<file path="config.mk">
export PLATFORM = sky130hd
export DESIGN_NAME = cb_vm_row_agd
export DESIGN_NICKNAME = d
export VERILOG_FILES = /design/src/rtl/cb_vm_row_agd.sv
export SDC_FILE = /design/constraint.sdc
export NUM_CORES = 1
export LEC_CHECK = 0
export CORE_MARGIN = 4
export CORE_UTILIZATION = 35
export DETAILED_ROUTE_END_ITERATION = 8
export GPL_ROUTABILITY_DRIVEN = 0
export PLACE_DENSITY_LB_ADDON = 0.1
export SLEW_MARGIN = 25
export SYNTH_ARGS = -nofsm -noshare
export SYNTH_HDL_FRONTEND = slang
export SYNTH_SLANG_ARGS = --single-unit
</file>
<file path="constraint.sdc">
create_clock -name clk -period 6.1 [get_ports clk]
set_input_delay 1.22 -clock clk [delete_from_list [all_inputs] [get_ports clk]]
set_output_delay 1.22 -clock clk [all_outputs]
set_load 0.1 [all_outputs]
</file>
<file path="src/rtl/cb_vm_row_agd.sv">
// Row address generator: streams row_len beats of (word address, bank) for one
// CB row, interleaving consecutive elements across 8 banks.
module cb_vm_row_agd #(
  parameter int unsigned CB_AW   = 17,
  parameter int unsigned ROW_LEN = 10
) (
  input  logic               clk,
  input  logic               sys_rst,
  input  logic               user_reset,
  input  logic               start,
  input  logic [ROW_LEN-1:0] row_len,
  input  logic               base_load,
  input  logic [CB_AW-1:0]   CB_base_addr,
  input  logic               addr_ready,
  output logic               addr_valid,
  output logic [CB_AW-1:0]   CB_addr,
  output logic [2:0]         CB_bank,
  output logic               addr_last,
  output logic               busy,
  output logic               done
);

  localparam int unsigned BANK_W = 3;

  localparam logic [1:0] S_IDLE      = 2'd0;
  localparam logic [1:0] S_WAIT_BASE = 2'd1;
  localparam logic [1:0] S_STREAM    = 2'd2;
  localparam logic [1:0] S_FIN       = 2'd3;

  logic [1:0]         state, state_d;
  logic [ROW_LEN-1:0] len_r, len_d;
  logic [ROW_LEN-1:0] idx, idx_d, idx_inc;
  logic [CB_AW-1:0]   base_r, base_d;
  logic [CB_AW-1:0]   addr_d;
  logic [2:0]         bank_d;
  logic               valid_d, last_d;
  logic               clr;

  assign clr     = sys_rst | user_reset;
  assign idx_inc = idx + ROW_LEN'(1);

  // Next-state and next-output logic; beat outputs are precomputed so they
  // appear registered in the same cycle the FSM reaches the matching state.
  always_comb begin
    state_d = state;
    len_d   = len_r;
    idx_d   = idx;
    base_d  = base_r;
    valid_d = addr_valid;
    addr_d  = CB_addr;
    bank_d  = CB_bank;
    last_d  = addr_last;
    case (state)
      S_IDLE: begin
        if (start) begin
          len_d   = row_len;
          idx_d   = '0;
          state_d = (row_len == '0) ? S_FIN : S_WAIT_BASE;
        end
      end
      S_WAIT_BASE: begin
        if (base_load) begin
          base_d  = CB_base_addr;
          state_d = S_STREAM;
          valid_d = 1'b1;
          addr_d  = CB_base_addr;
          bank_d  = '0;
          last_d  = (len_r == ROW_LEN'(1));
        end
      end
      S_STREAM: begin
        if (addr_valid && addr_ready) begin
          if (addr_last) begin
            valid_d = 1'b0;
            last_d  = 1'b0;
            state_d = S_FIN;
          end else begin
            idx_d   = idx_inc;
            addr_d  = base_r + CB_AW'(idx_inc >> BANK_W);
            bank_d  = idx_inc[2:0];
            last_d  = (idx_inc == len_r - ROW_LEN'(1));
          end
        end
      end
      S_FIN: begin
        state_d = S_IDLE;
      end
      default: begin
        state_d = S_IDLE;
      end
    endcase
  end

  always_ff @(posedge clk) begin
    if (clr) begin
      state      <= S_IDLE;
      len_r      <= '0;
      idx        <= '0;
      base_r     <= '0;
      addr_valid <= 1'b0;
      CB_addr    <= '0;
      CB_bank    <= '0;
      addr_last  <= 1'b0;
      busy       <= 1'b0;
      done       <= 1'b0;
    end else begin
      state      <= state_d;
      len_r      <= len_d;
      idx        <= idx_d;
      base_r     <= base_d;
      addr_valid <= valid_d;
      CB_addr    <= addr_d;
      CB_bank    <= bank_d;
      addr_last  <= last_d;
      busy       <= (state_d != S_IDLE);
      done       <= (state_d == S_FIN);
    end
  end

endmodule

</file>
==> impl_metrics.py <==
metrics = {
    "outcome": {
        "outcome": "finished, final reports clean",
    },
    "clock_tree": {
        "clockRootBuffer": "clkbuf_8",
        "cts.repair.resized": 0,
        "clock_sinks": 63,
        "cts_buffers": 9,
        "cts_hold_buffers": 0,
        "cts_setup_buffers": 0,
        "cts_buffer_depth": 2,
        "worstSkewPairLatency_ns": 0.35,
        "cts-htree-levels": 3,
        "tritoncts": "yes",
        "clkTransAtPathRegs_ns": 0.08,
    },
    "synth": {
        "synthesis.instances": 429,
        "ys_warn_count": 0,
        "synth_top_area_cell": "dfxtp_1",
        "synth-seq-cells": 63,
        "synth_fp_nets": 475,
        "avgSynthCellArea_um2": 7.91,
        "synth_edf_count": 0,
        "synth_top_area_share_pct": 37.2,
        "ys_seq_area_share_pct": 37.2,
        "syn_area_um2": 3390,
        "synthTopCellsByArea": "dfxtp_1, nand2_1, a21oi_1",
        "ys.flop_type": "dfxtp_1",
        "ys_async_sr_fraction_pct": 0,
        "synthDistinctLibCells": 52,
    },
    "cells_and_area": {
        "most-common-layout-cells": "nand2_1, dfxtp_1, clkdlybuf4s50_1",
        "utilization_pct": 45.3,
        "nFillCells": 990,
        "antennaDiodeCount": 0,
        "finish.net_count": 524,
        "area.growth.synth_to_final_pct": 24.6,
        "multi_input_area_um2": 1990,
        "regArea_um2": 1260,
        "drive_gt1_share_pct": 7.66,
        "final_common_cell": "nand2_1",
    },
    "die": {
        "core_um2": 9330,
        "die-height_um": 106,
        "die_w_um": 106,
        "io_pins": 57,
        "dieArea_um2": 11300,
        "start_util_pct": 36.4,
        "rows": 35,
    },
    "routing": {
        "detail-route-antenna-nets": 0,
        "wl_um": 8720,
        "drt_first_pass_iters": 4,
        "num_vias": 3037,
        "route.detailed.drc": 0,
        "wl_per_cell_um": 14.2,
        "drt_iter0_drc": 97,
        "viasPerCell": 4.96,
    },
    "timing": {
        "period_share_pct": 53.3,
        "finalHoldViolCount": 0,
        "holdWs_ns": 0.453,
        "finalSetupTns_ns": 0,
        "final_max_slew_viol_count": 0,
        "worst_pin_slew_ns": 1.00,
        "setup_violations": 0,
        "maxSlewHeadroom_pct": 33.1,
        "grt_setup_unrepaired": "no",
        "finalCriticalPeriod_ns": 3.25,
        "finalClockSkew_ns": 0.0126,
        "worst_slack_ns": 2.85,
        "max_freq_ghz": 0.308,
    },
    "setup_path": {
        "worstPathArrival_ns": 2.03,
        "rr_worst_depth": 12,
        "cpPeakStageDelay_ns": 1.20,
        "path_buf_inv": 1,
        "path_max_fanout": 7,
        "cp-end-kind": "output port",
        "crit_cells": 1,
        "crit_chain": "clkdlybuf4s50_1",
        "cp_slowest_cell": "clkdlybuf4s50_1",
        "crit_type": "flip-flop to output port",
        "start_kind": "flip-flop",
        "cp_top_family": "buffers and inverters",
        "required_ns": 4.88,
    },
    "pwr": {
        "p_leak_nw": 1.57,
        "vdd_drop_max_mv": 0.110,
        "power.density_nw_per_um2": 208,
    },
    "global_routing": {
        "antenna_found_initial": 0,
        "track_usage_pct": 16.1,
        "grt_pass1_vias": 2944,
        "overflow": 0,
        "grt_max_degree": 36,
        "grt_pass1_wl_um": 14600,
    },
    "placement": {
        "dp_hpwl_um": 6580,
        "port_buffers": 56,
        "place_ws_ns": 2.86,
    },
    "worst_hold_path": {
        "hold_path.class": "flip-flop to flip-flop",
        "worst_hold_path.num_cells": 2,
    },
    "flow_run": {
        "cap_violations": 0,
    },
}
final cells by class:
type                       instances  share of cell area, %
multi-input combinational        334                   47.0
sequential                        63                   29.8
timing repair buffer              60                   14.0
tap                              129                   3.82
clock buffer                      10                   3.02
clock inverter                     6                   1.45
inverter                          10                  0.888
registers in the layout (all words and copies together), names as in the netlist:
signal / cells
addr_valid: 1
CB_addr: 17
done: 1
idx: 10
addr_last: 1
CB_bank: 3
busy: 1
state: 2
base_r: 17
len_r: 10
Yosys cell counts (2+ instances only):
cell type	number
inv_1	9
nand4_1	6
buf_2	2
a31oi_1	7
dfxtp_1	63
buf_6	3
and3_1	6
nor4_1	5
xor2_1	16
clkbuf_1	17
o21ai_0	13
xnor2_1	19
a211oi_1	4
nand3b_1	3
or2_2	4
nor2_1	40
nand3_1	14
o211ai_1	3
xnor2_2	2
a311oi_1	4
o22ai_1	3
a21boi_0	3
a21oi_1	50
nand2_1	90
a21o_1	3
nor3_1	3
ha_1	12
power breakdown:
part	internal (mW)	switching, mW	leakage, nW
Combinational	0.0450	0.0577	0.965
Clock	0.187	0.168	0.0960
Sequential	0.417	0.00536	0.509
Total	0.649	0.231	1.57
metal layers:
metal	wire (um)	share of wire (%)	vias up	track usage [%]
li1	-	-	1574	-
met1	4260	49	1398	21.4
met2	4000	46	54	25.7
met3	334	3.8	11	3.46
met4	129	1.5	0	5.84
met5	0	0	-	0
metrics by stage:
| step | instances | total power [mW] | instance area, um2 |
|---|---|---|---|
| final | 612 | 0.880 | 4230 |
| after global routing | 612 | 0.922 | 4230 |
| after CTS | 612 | 0.889 | 4230 |
| after detailed placement | 596 | 0.535 | 4040 |
| after global placement | 596 | 0.535 | 4040 |
| after floorplan | 429 | 0.497 | 3390 |
path summary, 6_finish.rpt:
kind / start / end / slack [ns]
max: addr_last / addr_last / 2.85
min: CB_addr[13] / CB_addr[13] / 0.45
max reg2reg: idx[0] / CB_addr[12] / 2.97
min reg2reg: CB_addr[13] / CB_addr[13] / 0.45
cells by family (layout without fill, tap and decap cells):
| family | after synthesis | after routing | share of synthesized area (%) |
|---|---|---|---|
| buf+inv | 32 | 86 | 4.28 |
| compound gates | 98 | 98 | 17.2 |
| flops | 63 | 63 | 37.2 |
| xor+xnor | 39 | 39 | 11.5 |
| fa+ha+maj | 13 | 13 | 5.02 |
| simple gates | 184 | 184 | 24.9 |
No activity file was read; power rests on OpenSTA's default activity.
==> variant (config.mk and constraints unchanged) <==
Change the parameter `ROW_LEN` from 10 to 9.
--- a/src/rtl/cb_vm_row_agd.sv
+++ b/src/rtl/cb_vm_row_agd.sv
@@ -4,3 +4,3 @@
   parameter int unsigned CB_AW   = 17,
-  parameter int unsigned ROW_LEN = 10
+  parameter int unsigned ROW_LEN = 9
 ) (
Interface: changed (resized row_len); port bits go from 57 to 56. No check against the original RTL was run, so the function may have changed too.
==> variant against the unedited design <==
Total power is 5.2% lower; synthesized area is 6.4% lower; critical path type is now input port to flop; worst setup slack worse by 210 ps; wire length is 4.1% lower; clock power is 6.5% lower; final area is 6.1% lower; core utilization hardly changed; sequential cell count is 2 lower.
==> variant: results (changes against the unedited design) <==
status -> completed
largest net degree at the start of global routing -> 56 (+56%)
register share of total power -> 0.489 (+0.009)
Reg2Reg Depth -> 11 (-1)
# nets final -> 497 (-5.2%)
worst path arrival time -> 3650 ps (+1620 ps)
Mapped Area -> 0.00317 mm² (-6.4%)
comb pwr -> 93.6 µW (-9%)
Worst R2R Setup Slack -> 2880 ps (-90 ps)
Met1 Wirelength -> 4.06 mm (-4.7%)
Area contributors post-synth -> dfxtp_1, nand2_1, a21oi_1
Worst VDD drop -> 0.000149 V (+36%)
via count -> 2875 (-5.3%)
worst-path maximum fanout -> 19 (+12)
placed insts -> 551 (-7.6%)
kind of cell adding the most delay to the critical path -> simple AND/OR/NAND/NOR gates
delay of the slowest critical-path stage -> 650 ps (-550 ps)
crit path from -> base_load
met3 Track Usage GR -> 0.0469 (+0.0123)
Net Count, Synth -> 449 (-5.5%)
GRT Total Usage -> 0.167 (+0.00607)
Final Power -> 834 µW (-5.2%)
DR WL met3 -> 353 µm (+5.7%)
sequential area share after synthesis -> 0.385 (+0.0129)
FF-to-FF End -> CB_addr[7]
Port Buffers -> 55 (-1.8%)
WHS Endpoint -> CB_addr[9]
## variant: cell types whose count changed after synthesis, sizes merged, moves of 4 or more
cell	change
xnor2	-4
nand3	+6
a21oi	-4
nand2	-8
o21ai	-7
inv	+4
clkbuf	-4
## variant: logic make-up (layout without fill, tap and decap cells)
group | count (synthesis) | in the layout | synth area share
adders and majority gates | 11 | 11 | 0.0457
muxes | 1 | 1 | 0.00315
DFF | 61 | 61 | 0.385
AOI/OAI and AO/OA | 88 | 88 | 0.168
and+or+nand+nor | 177 | 177 | 0.257
xor gates and xnor gates | 35 | 35 | 0.0989
buffers and inverters | 33 | 85 | 0.0422
## variant: area by class of cell
class	count	area, µm²	share of cell area
Clock buffer	14	173	0.0435
Sequential cell	61	1220	0.308
Multi-Input combinational cell	312	1820	0.459
Inverter	14	52.6	0.0132
Tap cell	108	135	0.0341
Timing Repair Buffer	56	558	0.141
Clock inverter	1	5.00	0.00126
